File: config.mk
export PLATFORM = sky130hd
export DESIGN_NAME = hex_display_scanner_flat
export DESIGN_NICKNAME = d
export VERILOG_FILES = /design/src/rtl/seg_defs_pkg.sv /design/src/rtl/hex_display_scanner_if.sv /design/src/rtl/hex7seg_decode.sv /design/src/rtl/hex_display_scanner.sv /design/src/flat_wrapper.sv
export SDC_FILE = /design/constraint.sdc
export NUM_CORES = 1
export LEC_CHECK = 0
export CAP_MARGIN = 20
export CORE_MARGIN = 10
export CORE_UTILIZATION = 40
export DETAILED_ROUTE_END_ITERATION = 8
export PLACE_DENSITY = 0.57
export RECOVER_POWER = 50
export SLEW_MARGIN = 20
export SYNTH_ARGS = -nofsm -noshare
export SYNTH_HDL_FRONTEND = slang
export SYNTH_SLANG_ARGS = --single-unit
File: constraint.sdc
create_clock -name clk -period 3.8 [get_ports clk]
set_clock_uncertainty 0.1 [all_clocks]
set_input_delay 0.76 -clock clk [delete_from_list [all_inputs] [get_ports clk]]
set_output_delay 0.76 -clock clk [all_outputs]
set_load 0.01 [all_outputs]
File: src/rtl/seg_defs_pkg.sv
// Shared seven-segment definitions: hex glyph table, inactive levels and digit count.
// Glyphs and OFF constants are active-high; polarity is applied where the pins are driven.
package seg_defs_pkg;

  localparam int unsigned NUM_DIGITS = 4;

  // Active-high "nothing lit" levels.
  localparam logic [7:0] SEG_OFF = 8'h00;
  localparam logic [3:0] SEL_OFF = 4'h0;

  // Index = nibble value, bits = gfedcba.
  localparam logic [6:0] GLYPH_TABLE [16] = '{
    7'h3F, 7'h06, 7'h5B, 7'h4F, 7'h66, 7'h6D, 7'h7D, 7'h07,
    7'h7F, 7'h6F, 7'h77, 7'h7C, 7'h39, 7'h5E, 7'h79, 7'h71
  };

  typedef struct packed {
    logic [3:0]  dp;
    logic [15:0] data;
  } disp_word_t;

endpackage

File: src/rtl/hex_display_scanner_if.sv
// Front-panel bus between the word source and the display scanner.
// The master supplies the word to show; the slave drives the panel pins.
interface hex_display_scanner_if;
  logic [15:0] data_in;
  logic [3:0]  dp_in;
  logic        load;
  logic [3:0]  sel;
  logic [7:0]  seg;
  logic        frame_done;

  modport master (output data_in, dp_in, load, input sel, seg, frame_done);
  modport slave  (input data_in, dp_in, load, output sel, seg, frame_done);
endinterface

File: src/rtl/hex7seg_decode.sv
// Combinational nibble + dp to seven-segment pattern, including output polarity.
// blank_i suppresses the glyph but leaves the decimal point under dp_i control.
module hex7seg_decode
  import seg_defs_pkg::*;
#(
  parameter bit SEG_ACTIVE_LOW = 1'b1
) (
  input  logic [3:0] nibble_i,
  input  logic       dp_i,
  input  logic       blank_i,
  output logic [7:0] seg_o
);

  logic [7:0] pattern;

  always_comb begin
    pattern = SEG_OFF;
    if (!blank_i) begin
      pattern[6:0] = GLYPH_TABLE[nibble_i];
    end
    pattern[7] = dp_i;
    seg_o      = SEG_ACTIVE_LOW ? ~pattern : pattern;
  end

endmodule

File: src/rtl/hex_display_scanner.sv
// Time-multiplexed 4-digit hex display scanner with frame-aligned word updates.
// Optional macro SEG_LEADING_ZERO_BLANK_EN blanks digits above the top nonzero nibble.
module hex_display_scanner
  import seg_defs_pkg::*;
#(
  parameter int unsigned SCAN_DIV       = 50000,
  parameter int unsigned BLANK_CYCLES   = 500,
  parameter bit          SEG_ACTIVE_LOW = 1'b1,
  parameter bit          SEL_ACTIVE_LOW = 1'b1
) (
  input logic                  clk,
  input logic                  rst,
  hex_display_scanner_if.slave bus
);

  localparam int unsigned       PrescW   = $clog2(SCAN_DIV);
  localparam logic [PrescW-1:0] PrescMax = PrescW'(SCAN_DIV - 1);
  localparam logic [7:0]        SegRst   = SEG_ACTIVE_LOW ? ~SEG_OFF : SEG_OFF;
  localparam logic [3:0]        SelRst   = SEL_ACTIVE_LOW ? ~SEL_OFF : SEL_OFF;

  logic [PrescW-1:0] presc_q, presc_d;
  logic [1:0]        digit_q, digit_d;
  disp_word_t        shadow_q, shadow_d;
  disp_word_t        display_q, display_d;
  logic              pending_q, pending_d;
  logic [3:0]        sel_q, sel_d;
  logic [7:0]        seg_q, seg_d;
  logic              frame_done_q, frame_done_d;

  logic       wrap, boundary;
  disp_word_t in_word;
  logic       slot_blank, lead_zero;
  logic [3:0] cur_nib;
  logic [3:0] sel_on;

  // Scan timing and word staging.
  always_comb begin
    wrap     = (presc_q == PrescMax);
    boundary = wrap && (digit_q == 2'd3);
    presc_d  = wrap ? '0 : presc_q + 1'b1;
    digit_d  = wrap ? digit_q + 2'd1 : digit_q;
    in_word  = {bus.dp_in, bus.data_in};

    shadow_d  = shadow_q;
    pending_d = pending_q;
    display_d = display_q;
    if (boundary) begin
      // A load landing on the boundary goes straight to the display.
      pending_d = 1'b0;
      if (bus.load) begin
        display_d = in_word;
      end else if (pending_q) begin
        display_d = shadow_q;
      end
    end else if (bus.load) begin
      shadow_d  = in_word;
      pending_d = 1'b1;
    end
    frame_done_d = boundary;
  end

  // Pin values for the current slot, registered one cycle later.
  always_comb begin
    slot_blank = (32'(presc_q) < BLANK_CYCLES);
    cur_nib    = display_q.data[{digit_q, 2'b00} +: 4];
`ifdef SEG_LEADING_ZERO_BLANK_EN
    lead_zero  = (digit_q != 2'd0) && ((display_q.data >> {digit_q, 2'b00}) == 16'h0000);
`else
    lead_zero  = 1'b0;
`endif
    sel_on     = 4'b0001 << digit_q;
    sel_d      = slot_blank ? SEL_OFF : sel_on;
    if (SEL_ACTIVE_LOW) begin
      sel_d = ~sel_d;
    end
  end

  hex7seg_decode #(
    .SEG_ACTIVE_LOW(SEG_ACTIVE_LOW)
  ) u_decode (
    .nibble_i(cur_nib),
    .dp_i    (!slot_blank && display_q.dp[digit_q]),
    .blank_i (slot_blank || lead_zero),
    .seg_o   (seg_d)
  );

  always_ff @(posedge clk) begin
    if (rst) begin
      presc_q      <= '0;
      digit_q      <= 2'd0;
      shadow_q     <= '0;
      display_q    <= '0;
      pending_q    <= 1'b0;
      sel_q        <= SelRst;
      seg_q        <= SegRst;
      frame_done_q <= 1'b0;
    end else begin
      presc_q      <= presc_d;
      digit_q      <= digit_d;
      shadow_q     <= shadow_d;
      display_q    <= display_d;
      pending_q    <= pending_d;
      sel_q        <= sel_d;
      seg_q        <= seg_d;
      frame_done_q <= frame_done_d;
    end
  end

  assign bus.sel        = sel_q;
  assign bus.seg        = seg_q;
  assign bus.frame_done = frame_done_q;

endmodule

File: src/flat_wrapper.sv
// flat-port wrapper written by rule: the top's interface ports become plain ports
module hex_display_scanner_flat import seg_defs_pkg::*;
#(
  parameter int unsigned SCAN_DIV       = 50000,
  parameter int unsigned BLANK_CYCLES   = 500,
  parameter bit          SEG_ACTIVE_LOW = 1'b1,
  parameter bit          SEL_ACTIVE_LOW = 1'b1
)
  (clk, rst, bus_data_in, bus_dp_in, bus_load, bus_sel, bus_seg, bus_frame_done);
  hex_display_scanner_if bus_i ();
  input logic clk;
  input logic rst;
  input wire logic [$bits(bus_i.data_in)-1:0] bus_data_in;
  input wire logic [$bits(bus_i.dp_in)-1:0] bus_dp_in;
  input wire logic [$bits(bus_i.load)-1:0] bus_load;
  output wire logic [$bits(bus_i.sel)-1:0] bus_sel;
  output wire logic [$bits(bus_i.seg)-1:0] bus_seg;
  output wire logic [$bits(bus_i.frame_done)-1:0] bus_frame_done;
  assign bus_i.data_in = bus_data_in;
  assign bus_i.dp_in = bus_dp_in;
  assign bus_i.load = bus_load;
  assign bus_sel = bus_i.sel;
  assign bus_seg = bus_i.seg;
  assign bus_frame_done = bus_i.frame_done;
  hex_display_scanner #(.SCAN_DIV(SCAN_DIV), .BLANK_CYCLES(BLANK_CYCLES), .SEG_ACTIVE_LOW(SEG_ACTIVE_LOW), .SEL_ACTIVE_LOW(SEL_ACTIVE_LOW)) u_core (.clk(clk), .rst(rst), .bus(bus_i));
endmodule
==> results.sh <==
export IMPL_outcome="completed"
export IMPL_p_total_mw=1.461
export IMPL_synth_net_count=363
export IMPL_post_cts_buffers=0
export IMPL_timing_slew_headroom_pct=29.81
export IMPL_cts_tree="done"
export IMPL_cts_root_buffer="clkbuf_8"
export IMPL_drt_iter0_drc=95
export IMPL_syn_inst=329
export IMPL_ys_top_cells_by_area="dfxtp_1 44%, mux2i_1 14%, a211oi_2 7.2%"
export IMPL_fin_util_pct=47.96
export IMPL_gr_max_usage_layer="met2"
export IMPL_wire_per_inst_um=14.42
export IMPL_synthSimpleGateAreaFrac_pct=14.80
export IMPL_synth_top_area_share_pct=43.84
export IMPL_postPlaceCellArea_um2=3689
export IMPL_post_route_min_period_ns=2.662
export IMPL_die_w_um=110.7
export IMPL_yosysMostFrequentCell="dfxtp_1"
export IMPL_crit_type="reg -> reg"
export IMPL_rsz0062_at_grt="false"
export IMPL_hp_class="reg -> reg"
export IMPL_ctsHtreeMaxLevel=3
export IMPL_hold_path_cell_count=1
export IMPL_synth_cell_type_count=37
export IMPL_grt_max_degree=47
export IMPL_crit_buf_inv=1
export IMPL_dp_cells=450
export IMPL_synth_commonest_cells="72 x dfxtp_1, 60 x nor2_1, 47 x mux2i_1, 19 x a211oi_2, 18 x nand2_1"
export IMPL_yosysWarnings=0
export IMPL_routed_wl_um=6721
export IMPL_clkTransAtPathRegs_ns=0.08
export IMPL_worst_slew_pin_slew_ns=1.053
export IMPL_cts_hold_buf=0
export IMPL_drive_above_1_share_pct=13.02
export IMPL_finalSetupViolations=0
export IMPL_ctsResizeCount=0
export IMPL_p_comb_share_pct=6.5
export IMPL_cts_sinks=72
export IMPL_stdcell_count=466
export IMPL_synth_xor_area_share_pct=3.463
export IMPL_synth_top_family_by_area="multiplexers"
export IMPL_worst_slack_ns=1.138
export IMPL_synth_edf_count=0
export IMPL_syn_area_um2=3288
export IMPL_fillers=824
export IMPL_first_pass_iters=4
export IMPL_clock_latency_ns=0.35
export IMPL_swShare_pct=24.31
export IMPL_diodes=0
export IMPL_multi_input_area_um2=1722
export IMPL_io_buffers=35
export IMPL_boundaryPins=36
export IMPL_synth_compound_area_share_pct=11.72
export IMPL_avgSynthCellArea_um2=9.994
export IMPL_crit_chain="or4_1, or4_1, nor3_4, buf_4, nor2_1, a211oi_2"
export IMPL_initial_utilization_pct=40.63
export IMPL_start_kind="register"
export IMPL_die_area_um2=12250
export IMPL_rows=33
export IMPL_final_cell_area_um2=3881
export IMPL_worstPathMaxFanout=40
export IMPL_hold_slack_ns=0.3691
export IMPL_grt_pass1_wl_um=11690
export IMPL_cellLeakagePower_nw=1.423
export IMPL_die_y_um=110.7
export IMPL_crit_family="simple AND/OR/NAND/NOR gates"
export IMPL_grt_pass1_vias=2388
export IMPL_grtUsageTotal_pct=11.38
export IMPL_fin_nets=390
export IMPL_hold_viol=0
export IMPL_cts_buffers=9
export IMPL_grt_overflow=0
export IMPL_antenna_found_initial=0
export IMPL_pwr_share_clk_pct=40.2
export IMPL_r2r_cells=6
export IMPL_max_stage_delay_ns=0.64
export IMPL_place_congestion=0.7934
export IMPL_synth_yosys_seq_area_share_pct=43.84
export IMPL_crit_path_end_kind="register"
export IMPL_cts_buffer_depth=2
export IMPL_cp_data_required_time_ns=3.97
export IMPL_ys_ff_latch=72
export IMPL_dp_final_hpwl_um=4573
export IMPL_synth_fa_ha_area_share_pct=4.186
export IMPL_cpMostUsedCell="or4_1"
export IMPL_coreArea_um2=8093
export IMPL_synth_mux_area_share_pct=18.07
export IMPL_grt_use_met1_pct=14.99
export IMPL_regArea_um2=1441
export IMPL_grt_util_met3_pct=3.626
export IMPL_maxCapViolations=0
export IMPL_critical_path_depth=6
export IMPL_p_per_area_nw_per_um2=376.4
export IMPL_drv_slew=0
export IMPL_ir_worst_vdd_v=0.0001562
export IMPL_p_int_mw=1.106
export IMPL_synth_top_area_cell="dfxtp_1"
export IMPL_tns_ns=0
export IMPL_synthArstFlopShare_pct=0
export IMPL_finalCritPeriodShare_pct=70.05
export IMPL_p_sw_uw=355.2
export IMPL_synth_main_ff_cell="dfxtp_1"
export IMPL_arrival_ns=2.83
export IMPL_vias=2376
export IMPL_use_met2_pct=16.35
export IMPL_fmaxAchievable_mhz=375.7
export IMPL_drc=0
export IMPL_place_ws_ns=1.132
export IMPL_syn_to_final_growth_pct=18.04
export IMPL_seqPwrFrac_pct=53.3
export IMPL_cp_slowest_cell="or4_1"
export IMPL_via_per_inst=5.099
export IMPL_ant_nets=0
## flip-flops by register name, indices dropped and copies added (netlist names)
| register | flops |
|---|---|
| u_core.bus.frame_done | 1 |
| u_core.bus.seg | 8 |
| u_core.bus.sel | 4 |
| u_core.digit_q | 2 |
| u_core.display_q | 20 |
| u_core.pending_q | 1 |
| u_core.presc_q | 16 |
| u_core.shadow_q | 20 |
## layout by cell type, fill, tap and decap left out, drive strengths merged, types with 11 or more instances in the layout
| master | synthesis | layout |
|---|---|---|
| dfxtp | 72 | 72 |
| clkdlybuf4s50 | 0 | 21 |
| dlygate4sd3 | 0 | 13 |
| a211oi | 21 | 21 |
| nor2 | 60 | 60 |
| nand2 | 18 | 18 |
| mux2i | 47 | 47 |
| clkbuf | 14 | 12 |
| ha | 11 | 11 |
## power groups by stage
stage / logic (mW) / clock network [mW] / registers [mW]
after floorplan: 0.0603 / 0 / 0.794
after global placement: 0.0956 / 0 / 0.795
after detailed placement: 0.0963 / 0 / 0.796
after CTS: 0.0971 / 0.597 / 0.778
after global routing: 0.105 / 0.636 / 0.781
final: 0.0947 / 0.588 / 0.778
## routing by layer
layer  part of all wire [%]  vias up
li1                       -     1206
met1                     49     1112
met2                     44       46
met3                    4.9       12
met4                    1.9        0
met5                      0        -
## path summary, 6_finish.rpt
check	startpoint	to	slack [ns]
worst max-delay path	u_core.presc_q[12]	u_core.display_q[1]	1.14
worst min register to register	u_core.presc_q[0]	u_core.presc_q[0]	0.37
worst max register to register	u_core.presc_q[12]	u_core.display_q[1]	1.14
worst min-delay path	u_core.presc_q[0]	u_core.presc_q[0]	0.37
## final cells by class
type                            instances  area share [%]
Clock buffer                           12           4.255
Clock inverter                          4          0.7092
Inverter                                7          0.6770
Multi-Input combinational cell        228           44.36
Sequential cell                        72           37.14
Tap cell                              105           3.385
Timing Repair Buffer                   38           9.478
## logic make-up after synthesis
group	after synthesis
simple gates	107
flops	72
mux	54
compound gates	43
buf+inv	29
xor+xnor	13
fa+ha+maj	11
(Power assumes the default switching activity.)
